$ cat src/rtl/and16_qual_if.sv
// Bus between the AND16 qualifier and its consumer.
// master: drives SP (enable), Z0 (raw AND16 output) and CLR; observes the outputs.
// slave : the qualifier itself; returns Q, RISE, FALL, EVCNT and OVF.
interface and16_qual_if #(
  parameter int unsigned EVT_W = 8
);
  logic             SP;
  logic             Z0;
  logic             CLR;
  logic             Q;
  logic             RISE;
  logic             FALL;
  logic [EVT_W-1:0] EVCNT;
  logic             OVF;

  modport master (
    output SP, Z0, CLR,
    input  Q, RISE, FALL, EVCNT, OVF
  );

  modport slave (
    input  SP, Z0, CLR,
    output Q, RISE, FALL, EVCNT, OVF
  );
endinterface

$ cat src/rtl/and16_qual.sv
// Qualifier for the AND16 all-ones detector output.
// Synchronises Z0, debounces it with separate assert/release dwell counts and produces a
// clean level Q, one-cycle RISE/FALL pulses and a saturating RISE event counter with a
// sticky overflow flag.
// Ports:
//   CK  - clock, rising edge
//   CD  - asynchronous active-high reset
//   bus - slave side of and16_qual_if (SP, Z0, CLR in; Q, RISE, FALL, EVCNT, OVF out)
module and16_qual #(
  parameter int unsigned ON_CNT  = 4,
  parameter int unsigned OFF_CNT = 2,
  parameter int unsigned EVT_W   = 8
) (
  input  logic         CK,
  input  logic         CD,
  and16_qual_if.slave  bus
);

  localparam int unsigned MaxCnt = (ON_CNT > OFF_CNT) ? ON_CNT : OFF_CNT;
  localparam int unsigned CntW   = $clog2(MaxCnt) + 1;
  localparam logic [CntW-1:0] OnLast  = CntW'(ON_CNT - 1);
  localparam logic [CntW-1:0] OffLast = CntW'(OFF_CNT - 1);

  typedef enum logic [1:0] {StIdle, StArm, StActive, StRel} state_e;

  logic             s1_q, zs_q;
  state_e           state_q, state_d;
  logic [CntW-1:0]  cnt_q, cnt_d;
  logic             q_q, q_d;
  logic             rise_q, rise_d;
  logic             fall_q, fall_d;
  logic [EVT_W-1:0] evcnt_q, evcnt_d;
  logic             ovf_q, ovf_d;

  always_comb begin
    state_d = state_q;
    cnt_d   = cnt_q;
    q_d     = q_q;
    rise_d  = 1'b0;
    fall_d  = 1'b0;
    evcnt_d = evcnt_q;
    ovf_d   = ovf_q;

    if (bus.SP) begin
      case (state_q)
        StIdle: begin
          if (zs_q) begin
            if (ON_CNT == 1) begin
              state_d = StActive;
              q_d     = 1'b1;
              rise_d  = 1'b1;
              cnt_d   = '0;
            end else begin
              state_d = StArm;
              cnt_d   = CntW'(1);
            end
          end
        end
        StArm: begin
          if (!zs_q) begin
            state_d = StIdle;
            cnt_d   = '0;
          end else if (cnt_q == OnLast) begin
            state_d = StActive;
            q_d     = 1'b1;
            rise_d  = 1'b1;
            cnt_d   = '0;
          end else begin
            cnt_d = cnt_q + CntW'(1);
          end
        end
        StActive: begin
          if (!zs_q) begin
            if (OFF_CNT == 1) begin
              state_d = StIdle;
              q_d     = 1'b0;
              fall_d  = 1'b1;
              cnt_d   = '0;
            end else begin
              state_d = StRel;
              cnt_d   = CntW'(1);
            end
          end
        end
        StRel: begin
          if (zs_q) begin
            state_d = StActive;
            cnt_d   = '0;
          end else if (cnt_q == OffLast) begin
            state_d = StIdle;
            q_d     = 1'b0;
            fall_d  = 1'b1;
            cnt_d   = '0;
          end else begin
            cnt_d = cnt_q + CntW'(1);
          end
        end
        default: begin
          state_d = StIdle;
          q_d     = 1'b0;
          cnt_d   = '0;
        end
      endcase

      // CLR wins over counting, but a RISE on the same edge still counts as one event.
      if (bus.CLR) begin
        evcnt_d = rise_d ? EVT_W'(1) : '0;
        ovf_d   = 1'b0;
      end else if (rise_d) begin
        if (&evcnt_q) ovf_d = 1'b1;
        else          evcnt_d = evcnt_q + EVT_W'(1);
      end
    end
  end

  always_ff @(posedge CK or posedge CD) begin
    if (CD) begin
      s1_q    <= 1'b0;
      zs_q    <= 1'b0;
      state_q <= StIdle;
      cnt_q   <= '0;
      q_q     <= 1'b0;
      rise_q  <= 1'b0;
      fall_q  <= 1'b0;
      evcnt_q <= '0;
      ovf_q   <= 1'b0;
    end else begin
      // Synchroniser runs regardless of SP.
      s1_q    <= bus.Z0;
      zs_q    <= s1_q;
      state_q <= state_d;
      cnt_q   <= cnt_d;
      q_q     <= q_d;
      rise_q  <= rise_d;
      fall_q  <= fall_d;
      evcnt_q <= evcnt_d;
      ovf_q   <= ovf_d;
    end
  end

  assign bus.Q     = q_q;
  assign bus.RISE  = rise_q;
  assign bus.FALL  = fall_q;
  assign bus.EVCNT = evcnt_q;
  assign bus.OVF   = ovf_q;

endmodule
$ cat src/flat_wrapper.sv
// flat-port wrapper written by rule: the top's interface ports become plain ports
module and16_qual_flat 
#(
  parameter int unsigned ON_CNT  = 4,
  parameter int unsigned OFF_CNT = 2,
  parameter int unsigned EVT_W   = 8
)
  (CK, CD, bus_SP, bus_Z0, bus_CLR, bus_Q, bus_RISE, bus_FALL, bus_EVCNT, bus_OVF);
  and16_qual_if #(.EVT_W(EVT_W)) bus_i ();
  input  logic CK;
  input  logic CD;
  input wire logic [$bits(bus_i.SP)-1:0] bus_SP;
  input wire logic [$bits(bus_i.Z0)-1:0] bus_Z0;
  input wire logic [$bits(bus_i.CLR)-1:0] bus_CLR;
  output wire logic [$bits(bus_i.Q)-1:0] bus_Q;
  output wire logic [$bits(bus_i.RISE)-1:0] bus_RISE;
  output wire logic [$bits(bus_i.FALL)-1:0] bus_FALL;
  output wire logic [$bits(bus_i.EVCNT)-1:0] bus_EVCNT;
  output wire logic [$bits(bus_i.OVF)-1:0] bus_OVF;
  assign bus_i.SP = bus_SP;
  assign bus_i.Z0 = bus_Z0;
  assign bus_i.CLR = bus_CLR;
  assign bus_Q = bus_i.Q;
  assign bus_RISE = bus_i.RISE;
  assign bus_FALL = bus_i.FALL;
  assign bus_EVCNT = bus_i.EVCNT;
  assign bus_OVF = bus_i.OVF;
  and16_qual #(.ON_CNT(ON_CNT), .OFF_CNT(OFF_CNT), .EVT_W(EVT_W)) u_core (.CK(CK), .CD(CD), .bus(bus_i));
endmodule
$ cat config.mk
export PLATFORM = sky130hd
export DESIGN_NAME = and16_qual_flat
export DESIGN_NICKNAME = d
export VERILOG_FILES = /design/src/rtl/and16_qual_if.sv /design/src/rtl/and16_qual.sv /design/src/flat_wrapper.sv
export SDC_FILE = /design/constraint.sdc
export NUM_CORES = 1
export LEC_CHECK = 0
export CORE_ASPECT_RATIO = 1.2
export CORE_UTILIZATION = 60
export CTS_CLUSTER_SIZE = 25
export DETAILED_ROUTE_END_ITERATION = 6
export DONT_BUFFER_PORTS = 1
export PLACE_DENSITY = 0.75
export SETUP_SLACK_MARGIN = 0.1
export SLEW_MARGIN = 5
export SYNTH_ARGS = -nofsm -noshare
export SYNTH_HDL_FRONTEND = slang
export SYNTH_SLANG_ARGS = --single-unit
$ cat constraint.sdc
create_clock -name CK -period 1.75 [get_ports CK]
set_input_delay 0.35 -clock CK [delete_from_list [all_inputs] [get_ports CK]]
set_output_delay 0.35 -clock CK [all_outputs]
set_load 0.03 [all_outputs]
==> implementation parameters, run 1 <==
Parameter                              Value

Logic synthesis
  Distinct cell type count of the synthesized netlist    42
  Number of enable-type register cells in the synthesized netlist    0
  Mean instance size in the synthesized netlist    10.4 um^2
  Number of storage elements in the synthesis netlist    19
  Sequential fraction of the synthesis area    44.1%
  Number of nets in the synthesized netlist    approximately 110
  Portion of synthesized cell area occupied by the leading cell type    44.1%
  Post-synthesis cell area    1080 um^2
  Post-synthesis cell count    104
  Most instantiated flip-flop cell in the synthesis netlist    sky130_fd_sc_hd__dfrtp_1
  Top cells by area, synth    sky130_fd_sc_hd__dfrtp_1 44%, sky130_fd_sc_hd__ha_1 5.8%, sky130_fd_sc_hd__inv_1 3.5%, sky130_fd_sc_hd__a21oi_1 2.8%, sky130_fd_sc_hd__nor3_2 2.8%
  Post-synth top area cell    sky130_fd_sc_hd__dfrtp_1
  Share of synthesized registers carrying an async set or reset    between 90% and 100%
  List of most frequent post-synthesis cells    19 x sky130_fd_sc_hd__dfrtp_1, 10 x sky130_fd_sc_hd__inv_1, 8 x sky130_fd_sc_hd__nand2_1
  Total number of yosys warnings    0
  Dominant cell by count in the synthesized netlist    sky130_fd_sc_hd__dfrtp_1

Worst setup path
  Sort of element at the start of the critical path    flop
  Worst Setup End Kind    flop
  Critical-path maximum fanout    4
  CP max stage delay    440 ps
  Critical path buffer and inverter count    1
  Crit path max-delay family    compound AO/OA/AOI/OAI gates
  Cells along the critical path    buf_4 > ha_1 > nand2b_1 > nand3b_1 > a21bo_2 > a31o_2
  Path length in cells of the critical path    6
  Data arrival time of the critical path    approximately 1800 ps
  Number of cells traversed by the worst register-to-register path    6
  Path type of the worst setup path    flop to flop
  Required time at the endpoint of the critical path    1960 ps
  Standard cell with the maximum stage delay on the critical path    sky130_fd_sc_hd__dfrtp_1

STA
  Hold violation total from the final report    0
  Period utilisation layout    91.6%
  Setup repair after global routing missed its margin    yes
  Relative max-transition margin    77.4%
  Setup violators final    0
  Max Freq    about 620 MHz
  Final WS setup    148 ps
  Tightest Pin Transition    336 ps
  Final count of pins violating max slew    0
  Fin crit period    1600 ps
  Worst clock skew on the final layout    1.09 ps
  Setup TNS Final    0 ps

Global routing
  Number of antenna violations at the first check in global routing    0
  Gr ovfl total    0
  Most Crowded Layer GR    met2
  Global-route usage over all layers    about 27%
  Global-route met1 utilization    36.1%
  M3 GR Usage    5.05%
  Via count of the first global-routing pass    844
  Met2 routing resource usage after global routing    42.9%
  Largest net degree at the start of global routing    13
  First-pass GRT wire length    3.75 mm

Placement
  Detailed placer's ending HPWL    1.67 mm
  GP Congestion    0.761
  Minimum setup slack after placement    51.8 ps
  Number of I/O port buffers    0

Clock network
  Count of clock tree sinks    19
  CTS buffer count    3
  Clock slew at the register clock pins of the worst setup and hold paths    110 ps
  H-tree levels    1
  TritonCTS clock tree    built
  Insertion delay to the later sink of the worst-skew pair    approximately 300 ps
  Maximum buffer depth of the clock tree    2
  Clock tree root buffer cell    sky130_fd_sc_hd__clkbuf_4

Routing
  Post-detailed-routing wire length    2.26 mm
  Via-to-Cell Ratio    6.35
  Violation count after the first detailed-routing iteration    24
  Detailed-router iteration count before antenna repair    4
  Average wire per cell in the routed design    between 15 and 20 um
  Count of vias placed by the detailed router    851
  Residual DRC count    0
  Remaining antenna violation count    0

Floorplan
  Chip Height    48.4 um
  Starting Density    64.9%
  Number of cell rows    16
  Number of primary I/O pins    17
  Horizontal die dimension    40.7 um
  Total Die Area    around 2000 um^2
  Core ar.    roughly 1700 um^2

Final layout
  Multi-input combinational cell area    573 um^2
  Synthesis-to-layout area growth    13.9%
  Net total in the final layout    127
  Footprint of the flip-flops and latches    477 um^2
  Antenna diode instance count    0
  Number of fill cells in the layout    120
  Share of cells above drive strength 1    29.3%
  Final core occ    73.9%

Power
  Worst IR Drop VDD    626 uV
  Power Dens Cells    954 nW/um^2
  Leakage dissipation    0.597 nW
  Final Power    1.17 mW

Worst hold path
  Hold Path Stages    0
  Path class of the lowest-slack min-delay path    primary input to flop

Job
  Max cap viols    0

Status
  Status    complete, no violations
routing by layer:
metal  up-vias  wire length (um)  part of all wire [%]
met2        19              1130                    50
met4         0                40                   1.8
met3         6                66                   2.9
met1       415              1030                    45
met5         -                 0                     0
li1        411                 -                     -
metrics by stage:
stage	hold slack (ps)	area (um^2)	cells
final	59.1	1230	134
after CTS	65.0	1210	134
after global placement	217	1140	128
after detailed placement	218	1140	128
after global routing	48.6	1230	134
after floorplan	301	1080	104
repair_timing:
item                                   CTS  global route
endpoints found under the hold margin    8             0
pin swaps                                0             3
gates cloned                             0             0
hold buffers                             1             0
resized for setup                        3             3
setup endpoints to repair                6             7
buffers inserted                         1             0
report_power, final:
group | switching, mW | internal [mW] | total, mW
clock network | 0.146 | 0.0872 | 0.234
logic | 0.169 | 0.157 | 0.326
registers | 0.114 | 0.499 | 0.613
final timing paths:
check / from / to / slack (ps)
max: u_core.cnt_q[0] / flop / 150
min: bus_Z0 / u_core.s1_q / 60
max reg2reg: u_core.cnt_q[0] / flop / 150
min reg2reg: u_core.s1_q / u_core.zs_q / 370
max in group asynchronous: CD / u_core.cnt_q[2] / 860
min in group asynchronous: CD / u_core.bus.EVCNT[2] / 430
kinds of logic after synthesis:
family / share of synthesized area, %
AOI/OAI and AO/OA: 21.8
xor gates and xnor gates: 0.812
adders and majority gates: 5.80
buffers and inverters: 6.26
DFF: 44.1
and+or+nand+nor: 21.2
worst reg2reg max path, delay by kind of cell (launching register included):
family	cells	cell delay, ps
and+or+nand+nor	2	220
buffers and inverters	1	160
AOI/OAI and AO/OA	2	490
adders and majority gates	1	190
DFF	1	440
cell usage in the layout, fill, tap and decap left out, types with 2 or more instances in the layout:
cell type and instances:
sky130_fd_sc_hd__ha_4 2, sky130_fd_sc_hd__ha_1 3, sky130_fd_sc_hd__dfrtp_1 18, sky130_fd_sc_hd__a21oi_1 6
sky130_fd_sc_hd__a211oi_2 2, sky130_fd_sc_hd__o31ai_1 2, sky130_fd_sc_hd__nor3_4 2, sky130_fd_sc_hd__inv_1 10
sky130_fd_sc_hd__clkbuf_4 3, sky130_fd_sc_hd__o41ai_1 2, sky130_fd_sc_hd__nor2_1 6, sky130_fd_sc_hd__a211o_1 2
sky130_fd_sc_hd__buf_4 10, sky130_fd_sc_hd__a31o_2 2, sky130_fd_sc_hd__nand3_1 3, sky130_fd_sc_hd__o21ai_0 3
sky130_fd_sc_hd__o211ai_1 2, sky130_fd_sc_hd__a41oi_1 2, sky130_fd_sc_hd__nand2_1 8
registers in the layout, indices dropped and copies added (netlist names), named ones only:
| register | cells |
|---|---|
| u_core.s1_q | 1 |
| u_core.bus.Q | 1 |
| u_core.zs_q | 1 |
| u_core.state_q | 1 |
| u_core.bus.EVCNT | 8 |
| u_core.bus.RISE | 1 |
| u_core.bus.OVF | 1 |
| u_core.cnt_q | 3 |
| u_core.bus.FALL | 1 |
area by class of cell:
| type | count | share of cell area [%] |
|---|---|---|
| multi-input combinational | 71 | 46.6 |
| sequential | 19 | 38.8 |
| timing repair buffer | 11 | 6.92 |
| inverter | 11 | 3.36 |
| clock buffer | 3 | 1.83 |
| tap | 18 | 1.83 |
| clock inverter | 1 | 0.611 |
Power figures use the tool's default switching activity.
==> inputs of run 2 (changes only) <==
Settings changed: ABC_CLOCK_PERIOD_IN_PS set to 1750.
==> results of run 2 <==
The final DEF is identical to that of run 1; final timing and power are the same.
